===== src/rtl/stepper_pkg.sv =====
// Shared state encoding and helpers for stepper motion blocks.
package stepper_pkg;

  typedef enum logic [2:0] {
    IDLE   = 3'd0,
    ACCEL  = 3'd1,
    CRUISE = 3'd2,
    DECEL  = 3'd3,
    DONE   = 3'd4
  } step_state_t;

  function automatic logic is_motion(input step_state_t s);
    return (s == ACCEL) || (s == CRUISE) || (s == DECEL);
  endfunction

endpackage


===== src/rtl/step_timer.sv =====
// Step-interval counter (period = delay+1 cycles while enabled) and PULSE_W-wide step pulse.
// The pulse starts the cycle after the tick and completes even if enable drops.
module step_timer #(
  parameter int CNT_W   = 16,
  parameter int PULSE_W = 1
) (
  input  logic             clk,
  input  logic             rst,
  input  logic [CNT_W-1:0] delay,
  input  logic             enable,
  output logic             tick,
  output logic             pulse
);

  localparam int PW = $clog2(PULSE_W + 1);

  logic [CNT_W-1:0] cnt;
  logic [PW-1:0]    pulse_cnt;

  // >= keeps the timer safe should delay ever drop below the running count
  assign tick  = enable && (cnt >= delay);
  assign pulse = (pulse_cnt != '0);

  always_ff @(posedge clk) begin
    if (rst) begin
      cnt       <= '0;
      pulse_cnt <= '0;
    end else begin
      if (!enable || tick) begin
        cnt <= '0;
      end else begin
        cnt <= cnt + 1'b1;
      end

      if (tick) begin
        pulse_cnt <= PW'(PULSE_W);
      end else if (pulse_cnt != '0) begin
        pulse_cnt <= pulse_cnt - 1'b1;
      end
    end
  end

endmodule


===== src/rtl/stepper_profile_ctrl.sv =====
// Trapezoidal/triangular stepper motion profile: ramps the step interval from slow_delay to
// fast_delay, cruises, then ramps back symmetrically; abort forces an early mirrored ramp-down.
module stepper_profile_ctrl
  import stepper_pkg::*;
#(
  parameter int CNT_W   = 16,
  parameter int STEP_W  = 16,
  parameter int PULSE_W = 1
) (
  input  logic              clk,
  input  logic              rst,
  input  logic              start,
  input  logic              dir,
  input  logic              abort,
  input  logic [STEP_W-1:0] num_steps,
  input  logic [CNT_W-1:0]  slow_delay,
  input  logic [CNT_W-1:0]  fast_delay,
  input  logic [CNT_W-1:0]  ramp_dec,
  output logic              motor_step,
  output logic              motor_dir,
  output logic              busy,
  output logic              done
);

  step_state_t       state, state_n;
  logic [STEP_W-1:0] rem, rem_n;
  logic [STEP_W-1:0] accel_cnt, accel_n;
  logic [CNT_W-1:0]  cur_delay, cur_n;
  logic [CNT_W-1:0]  slow_q, fast_q, dec_q;
  logic [CNT_W-1:0]  dn_delay, up_delay;
  logic              load;
  logic              step_tick;

  assign busy = is_motion(state);

  // Saturating ramps: never step past fast_q going down or slow_q going up
  assign dn_delay = (cur_delay > fast_q && (cur_delay - fast_q) > dec_q) ? cur_delay - dec_q : fast_q;
  assign up_delay = (slow_q > cur_delay && (slow_q - cur_delay) > dec_q) ? cur_delay + dec_q : slow_q;

  step_timer #(
    .CNT_W  (CNT_W),
    .PULSE_W(PULSE_W)
  ) u_step_timer (
    .clk   (clk),
    .rst   (rst),
    .delay (cur_delay),
    .enable(busy),
    .tick  (step_tick),
    .pulse (motor_step)
  );

  always_comb begin
    state_n = state;
    rem_n   = rem;
    accel_n = accel_cnt;
    cur_n   = cur_delay;
    load    = 1'b0;

    case (state)
      IDLE: begin
        if (start) begin
          load    = 1'b1;
          rem_n   = num_steps;
          accel_n = '0;
          cur_n   = slow_delay;
          if (num_steps == '0) begin
            state_n = DONE;
          end else if (ramp_dec == '0 || fast_delay >= slow_delay) begin
            state_n = CRUISE;
          end else begin
            state_n = ACCEL;
          end
        end
      end

      ACCEL, CRUISE: begin
        if (step_tick) begin
          rem_n = rem - 1'b1;
          if (state == ACCEL) begin
            accel_n = accel_cnt + 1'b1;
          end
        end

        if (abort) begin
          // Ramp-down mirrors the ramp-up, so it needs as many steps as were accelerated
          if (accel_n < rem_n) begin
            rem_n = accel_n;
          end
          state_n = (rem_n == '0) ? DONE : DECEL;
        end else if (step_tick) begin
          if (rem_n == '0) begin
            state_n = DONE;
          end else if (rem_n <= accel_n) begin
            // Hold the current interval so the first decel step repeats the last accel one
            state_n = DECEL;
          end else if (state == ACCEL) begin
            if (cur_delay <= fast_q) begin
              state_n = CRUISE;
            end else begin
              cur_n = dn_delay;
            end
          end
        end
      end

      DECEL: begin
        if (step_tick) begin
          rem_n = rem - 1'b1;
          if (rem_n == '0) begin
            state_n = DONE;
          end else begin
            cur_n = up_delay;
          end
        end
      end

      DONE: begin
        if (!start) begin
          state_n = IDLE;
        end
      end

      default: state_n = IDLE;
    endcase
  end

  always_ff @(posedge clk) begin
    if (rst) begin
      state     <= IDLE;
      rem       <= '0;
      accel_cnt <= '0;
      cur_delay <= '0;
      slow_q    <= '0;
      fast_q    <= '0;
      dec_q     <= '0;
      motor_dir <= 1'b0;
      done      <= 1'b0;
    end else begin
      state     <= state_n;
      rem       <= rem_n;
      accel_cnt <= accel_n;
      cur_delay <= cur_n;
      done      <= (state == DONE);
      if (load) begin
        motor_dir <= dir;
        slow_q    <= slow_delay;
        fast_q    <= fast_delay;
        dec_q     <= ramp_dec;
      end
    end
  end

endmodule


===== config.mk =====
export PLATFORM = sky130hd
export DESIGN_NAME = stepper_profile_ctrl
export DESIGN_NICKNAME = d
export VERILOG_FILES = /design/src/rtl/stepper_pkg.sv /design/src/rtl/step_timer.sv /design/src/rtl/stepper_profile_ctrl.sv
export SDC_FILE = /design/constraint.sdc
export NUM_CORES = 1
export LEC_CHECK = 0
export BUFFER_PORTS_ARGS = -buffer_cell sky130_fd_sc_hd__buf_2
export CAP_MARGIN = 20
export CELL_PAD_IN_SITES_DETAIL_PLACEMENT = 0
export CELL_PAD_IN_SITES_GLOBAL_PLACEMENT = 1
export CORE_MARGIN = 2
export CORE_UTILIZATION = 35
export CTS_BUF_LIST = sky130_fd_sc_hd__clkbuf_16
export DETAILED_ROUTE_END_ITERATION = 6
export PLACE_DENSITY_LB_ADDON = 0.1
export SLEW_MARGIN = 20
export SYNTH_ARGS = -nofsm -noshare
export SYNTH_HDL_FRONTEND = slang
export SYNTH_HIERARCHICAL = 1
export SYNTH_SLANG_ARGS = --single-unit

===== constraint.sdc =====
create_clock -name clk -period 6.3 [get_ports clk]
set_clock_uncertainty 0.05 [all_clocks]
set_input_delay 1.26 -clock clk [delete_from_list [all_inputs] [get_ports clk]]
set_output_delay 1.26 -clock clk [all_outputs]
set_load 0.05 [all_outputs]

== After elaboration in Yosys (flattened, before gate mapping) ==
Cells that the tools add are included.

* Output and inout bits: 4
* Register bits after elaboration: 118

* Reductions and logical operators: 22
* Order comparisons: 9
* Equal/unequal tests: 18
* Mux-type cells: 43
* Add/subtract/negate cells: 8

{| class="wikitable"
|+ Operators with widths
! cell !! number
|-
| $mux 16 || 22
|-
| $pmux 16 s3 || 2
|-
| $logic_not 16->1 || 5
|-
| $gt 16x16->1 || 4
|-
| $sub 16x16->16 || 3
|-
| $mux 3 || 12
|-
| $add 16x1->16 const B || 2
|-
| $ge 16x16->1 || 2
|-
| $le 16x16->1 || 2
|-
| $pmux 16 s2 || 1
|-
| $add 16x16->16 || 1
|-
| $lt 16x16->1 || 1
|-
| $ne 2x2->1 const B || 8
|-
| $sub 16x1->16 const B || 1
|-
| $pmux 3 s4 || 1
|-
| $ne 5x5->1 const B || 2
|-
| $reduce_and 10->1 || 1
|-
| $reduce_and 7->1 || 1
|-
| $eq 3x2->1 const B || 2
|-
| $ne 2x1->1 const B || 3
|-
| $logic_or 1x1->1 || 4
|-
| $mux 1 || 4
|-
| $reduce_and 2->1 || 2
|-
| $reduce_or 2->1 || 2
|-
| 10 further kinds || 12
|}

== Longest topological paths before layout ==
* Depth after elaboration: 14
* Mapped depth: 24

== By module ==
The synthesis kept the hierarchy.

{| class="wikitable"
|+ By module, submodules not included
! module !! times used !! area an instance (sq um) !! seq. area each (sq um) !! cells an instance
|-
| stepper_profile_ctrl || 1 || 10005.8 || 2021.9 || 1346
|-
| step_timer || 1 || 1261.2 || 340.3 || 140
|}

== Worst setup path after synthesis ==
Ideal clock, no wire load.

* Kind: register to register
* From: reg state[1]
* To: reg rem[6]
* Setup slack: 0.884 ns
* Data required time: 6.128 ns
* Stages on the path, launching flop included: 21
* Clock period less this slack: 5.416 ns
* Buffers on the path: 1
* Arrival time: 5.244 ns
* Cells stage by stage: dfxtp_1 -> inv_1 -> nor3_1 -> nor2_1 -> inv_1 -> o31a_1 -> nand4bb_1 -> clkbuf_1 -> nor3_1 -> nand3_1 -> xnor2_1 -> inv_1 -> ha_1 -> nand4_1 -> nor2_1 -> o311a_1 -> a221oi_4 -> nor3b_4 -> o21a_1 -> o32ai_1 -> a311o_1

* Word-level cells in the longest chain between the ends: 12
* Elaborated cells between the ends (all ways): 22
* Classes of those cells: 1 x order compare; 4 x eq/ne; 10 x mux; 7 x reduce/logical

{| class="wikitable"
|+ Ends and longest elaborated chain
! what !! line !! source
|-
| from (decl) || stepper_profile_ctrl.sv:25 || <nowiki>step_state_t state, state_n;</nowiki>
|-
| from (signal assigned) || stepper_profile_ctrl.sv:139 || <nowiki>state <= state_n;</nowiki>
|-
| $eq 3x1->1 or $eq 3x2->1 (tied branches) || stepper_pkg.sv:13 || <nowiki>return (s == ACCEL) || (s == CRUISE) || (s == DECEL);</nowiki>
|-
| $logic_or 1x1->1 || stepper_pkg.sv:13 ||
|-
| $logic_or 1x1->1 * || stepper_pkg.sv:13 ||
|-
| net busy || stepper_profile_ctrl.sv:21 || <nowiki>output logic busy,</nowiki>
|-
| $logic_and 1x1->1 * || step_timer.sv:21 || <nowiki>assign tick = enable && (cnt >= delay);</nowiki>
|-
| net step_tick || stepper_profile_ctrl.sv:32 || <nowiki>logic step_tick;</nowiki>
|-
| $mux 16 || stepper_profile_ctrl.sv:77 || <nowiki>if (step_tick) begin</nowiki>
|-
| $mux 16 || stepper_profile_ctrl.sv:59 || <nowiki>case (state)</nowiki>
|-
| $lt 16x16->1 || stepper_profile_ctrl.sv:86 || <nowiki>if (accel_n < rem_n) begin</nowiki>
|-
| $mux 16 || stepper_profile_ctrl.sv:86 ||
|-
| $mux 16 || stepper_profile_ctrl.sv:84 || <nowiki>if (abort) begin</nowiki>
|-
| $mux 16 || stepper_profile_ctrl.sv:59 ||
|-
| $mux 16 || stepper_profile_ctrl.sv:84 ||
|-
| $pmux 16 s3 * || stepper_profile_ctrl.sv:59 ||
|-
| to (signal assigned) || stepper_profile_ctrl.sv:140 || <nowiki>rem <= rem_n;</nowiki>
|-
| to (decl) || stepper_profile_ctrl.sv:26 || <nowiki>logic [STEP_W-1:0] rem, rem_n;</nowiki>
|}

Mark *: on every way through the listed nets, which the timed path passes. The rest lies on a longest branch. The select of a mux whose other input is x is not followed.
A chain may end at the register's enable or synchronous reset.

== Worst setup path after layout ==
* From: reg cur_delay[0]
* To: reg cur_delay[9]

* Word-level cells in the longest chain between the ends: 11
* Elaborated cells between the ends (all ways): 36
* Classes of those cells: 4 x add/sub; 7 x order compare; 5 x eq/ne; 15 x mux; 5 x reduce/logical

{| class="wikitable"
|+ Ends and longest elaborated chain
! what !! line !! source
|-
| from (decl) || stepper_profile_ctrl.sv:28 || <nowiki>logic [CNT_W-1:0] cur_delay, cur_n;</nowiki>
|-
| from (signal assigned) || stepper_profile_ctrl.sv:142 || <nowiki>cur_delay <= cur_n;</nowiki>
|-
| $sub 16x16->16 || stepper_profile_ctrl.sv:37 || <nowiki>assign dn_delay = (cur_delay > fast_q && (cur_delay - fast_q) > dec_q) ? cur_delay - dec_q : fast_q;</nowiki>
|-
| $gt 16x16->1 || stepper_profile_ctrl.sv:37 ||
|-
| $logic_and 1x1->1 || stepper_profile_ctrl.sv:37 ||
|-
| $mux 16 || stepper_profile_ctrl.sv:37 ||
|-
| $mux 16 || stepper_profile_ctrl.sv:97 || <nowiki>if (cur_delay <= fast_q) begin</nowiki>
|-
| $mux 16 || stepper_profile_ctrl.sv:96 || <nowiki>end else if (state == ACCEL) begin</nowiki>
|-
| $mux 16 || stepper_profile_ctrl.sv:93 || <nowiki>end else if (rem_n <= accel_n) begin</nowiki>
|-
| $mux 16 || stepper_profile_ctrl.sv:91 || <nowiki>if (rem_n == '0) begin</nowiki>
|-
| $mux 16 || stepper_profile_ctrl.sv:90 || <nowiki>end else if (step_tick) begin</nowiki>
|-
| $mux 16 || stepper_profile_ctrl.sv:84 ||
|-
| $pmux 16 s3 || stepper_profile_ctrl.sv:59 ||
|}

Parallel ways exist; a longest one is shown, timed or not. The select of a mux whose other input is x is not followed.

==> results.py <==
metrics = {
    "sta": {
        "fin_crit_sh_pct": 90.9,
        "max_freq_ghz": 0.175,
        "timing.final.max_slew_violations": 0,
        "timing.slew.headroom_pct": 31.7,
        "finalSetupViolCount": 0,
        "worst_pin_slew_ns": 1.02,
        "tns_ns": 0,
        "rsz0062_at_grt": "false",
        "hold_viol": 0,
        "layout_min_cycle_time_ns": 5.73,
        "finalHoldWorstSlack_ns": 0.405,
    },
    "critical_path": {
        "cp-startpoint": "cur_delay[0]",
        "crit_fanout": 20,
        "worstPathArrival_ns": 5.99,
        "regToRegSetupSlack_ns": 0.57,
        "critPathKind": "reg2reg",
        "critPathCaptureType": "flip-flop",
        "cp-start-kind": "flip-flop",
        "reg2regPathDepth": 22,
        "timing.rr.start": "cur_delay[0]",
        "worst_r2r_endpoint": "cur_delay[9]",
        "critPathRequiredTime_ns": 6.56,
    },
    "yosys": {
        "yosys-top-cells-area": "dfxtp_1 21%, ha_1 16%, a21oi_1 6.3%",
        "synth_top_cell_by_area": "dfxtp_1",
        "yosysMostFrequentCell": "nand2_1",
        "synthTopCellsByCount": "179 x nand2_1, 145 x ha_1, 142 x a21oi_1, 127 x inv_1",
        "ys_async_sr_fraction_pct": 0,
        "synth_top_area_share_pct": 21.0,
        "synth.yosys.seq_area_share_pct": 21.0,
        "synth-seq-cells": 118,
        "netlist_area_mm2": 0.0113,
        "synth_nets": 1704,
        "yosysWarnings": 6,
        "synth_flop_cell": "dfxtp_1",
        "ys_types": 87,
        "synth_edf_count": 0,
        "netlist_instances": 1486,
        "avgSynthCellArea_um2": 7.58,
    },
    "final_layout": {
        "num_antenna_cells": 0,
        "stdcell_count": 1949,
        "regArea_mm2": 0.00236,
        "multi_input_area_mm2": 0.00816,
        "fillers": 3406,
        "drive_above_1_share_pct": 11.5,
        "syn_to_final_growth_pct": 12.0,
        "num-nets-final": 1752,
    },
    "floorplanning": {
        "core-area_mm2": 0.0316,
        "die_x_um": 183,
        "dieHeight_um": 183,
        "dieArea_mm2": 0.0336,
        "start_util_pct": 35.6,
        "ios": 73,
        "rows": 65,
    },
    "drt": {
        "first_pass_iters": 7,
        "wire_per_inst_um": 21.3,
        "wirelength_met1_mm": 21.3,
        "wl_mm": 41.6,
        "final_antenna_net_count": 0,
        "drtIter0Drc": 841,
        "wl_met2_mm": 16.8,
        "drcViolationCount": 0,
        "vias_per_cell": 5.69,
        "routed-wl-met3_mm": 3.12,
        "highest_layer": "met4",
        "vias": 11100,
    },
    "grt": {
        "grt_overflow": 0,
        "grt_max_degree": 54,
        "antenna_found_initial": 0,
        "grtUsageTotal_pct": 25.2,
        "grt_pass1_wl_mm": 63.8,
        "grt_pass1_vias": 10400,
    },
    "hold_path": {
        "min-delay-path-class": "reg2reg",
        "hold_depth": 2,
        "hp-start": "motor_dir",
        "min_to": "motor_dir",
    },
    "cts": {
        "path_clk_slew_ns": 0.07,
        "insertion_delay_ns": 0.45,
        "cts.sinks": 118,
        "cts_buffers": 17,
        "cts_buffer_depth": 2,
        "cts_tree": "yes",
        "cts-htree-levels": 4,
        "cts_root_buf": "clkbuf_16",
    },
    "place": {
        "routabilityCongestion": 0.904,
        "dp_hpwl_mm": 32.8,
        "dp_cells": 1916,
        "port_buffers": 72,
    },
    "status": {
        "outcome": "finished clean",
    },
    "flow_run": {
        "drv_cap": 0,
    },
    "pwr": {
        "irDropWorstVdd_v": 0.000519,
        "power_leakage_nw": 5.15,
        "pwr_density_cell_mw_per_mm2": 618,
    },
}
## per-stage QoR
stage	util (%)	setup slack, ns	instance area (um2)	total power (W)
after floorplan	-	0.884	11300	0.00516
after global placement	38.0	0.513	12000	0.00672
after detailed placement	38.0	0.489	12000	0.00671
after CTS	39.9	0.486	12600	0.00774
after global routing	39.9	0.120	12600	0.00850
final	39.9	0.571	12600	0.00780
## where the power goes
part / leakage (nW) / total, W / internal (W) / switching, W
sequential: 0.966 / 0.00119 / 0.000910 / 0.000284
combinational: 3.91 / 0.00560 / 0.00221 / 0.00339
clock: 0.271 / 0.00100 / 0.000582 / 0.000422
## area by class of cell
class,count,share of cell area (%)
multi-input cells,1176,64.6
clock buffers,17,3.37
clock inverters,15,1.23
inverters,127,3.78
flip-flops and latches,118,18.7
well taps,402,3.98
repair buffers,94,4.28
## metal layers
metal | up-vias | GRT usage, %
met5 | - | 0
met4 | 0 | 4.93
met3 | 26 | 4.16
met2 | 382 | 35.7
met1 | 5259 | 39.4
li1 | 5419 | -
## cell families (layout without fill, tap and decap cells)
kind of cell	after synthesis	in the layout	synth area share [%]
AND/OR/NAND/NOR	526	526	23.4
AO/OA/AOI/OAI	382	382	22.4
buffers and inverters	192	253	6.75
adder cells (fa/ha/maj)	151	151	17.0
flip-flops	118	118	21.0
XOR/XNOR	98	98	7.68
multiplexers	19	19	1.74
## cell usage in the layout (no fill, tap or decap), drive strengths merged, types with 53 or more instances in the layout
cell,n
nand2,179
ha,145
a21oi,142
inv,129
dfxtp,118
nor2,118
buf,94
xnor2,72
o21ai,59
nor3,53
## critical path, stage by stage, from the launching register on
cell and delay, ns:
dfxtp_1 0.54, ha_1 0.24, inv_1 0.06, fa_1 0.40, a21oi_1 0.18, o21ai_0 0.15
a2111oi_0 0.46, nor3_1 0.21, inv_1 0.08, o21ai_0 0.13, a21o_1 0.20, a21oi_1 0.18
xnor2_1 0.15, ha_1 0.26, nand4_1 0.13, nor4_1 0.09, a211oi_1 0.26, o31a_1 0.29
and2_1 0.21, buf_4 0.30, mux2_2 0.37, a221oi_1 0.48, a211oi_1 0.14
## repair_timing
action / 4_1_cts / 5_1_grt
endpoints found under the setup margin: 0 / 1
hold buffers: 0 / 0
setup buffers: 0 / 1
gates resized for setup: 0 / 0
## worst max path at each step
stage	slack [ns]	to
finish	0.57	cur_delay[9]
global route	0.12	cur_delay[9]
CTS	0.49	cur_delay[9]
detailed placement	0.49	cur_delay[9]
global placement	0.51	cur_delay[9]
floorplan	0.88	rem[6]
## sequential cells by signal (all words and copies together) (netlist names)
| signal | cells |
|---|---|
| state | 3 |
| slow_q | 16 |
| dec_q | 16 |
| cur_delay | 16 |
| accel_cnt | 16 |
| u_step_timer/pulse | 1 |
| u_step_timer/cnt | 16 |
| rem | 16 |
| done | 1 |
| fast_q | 16 |
| motor_dir | 1 |
Power figures use the tool's default switching activity.
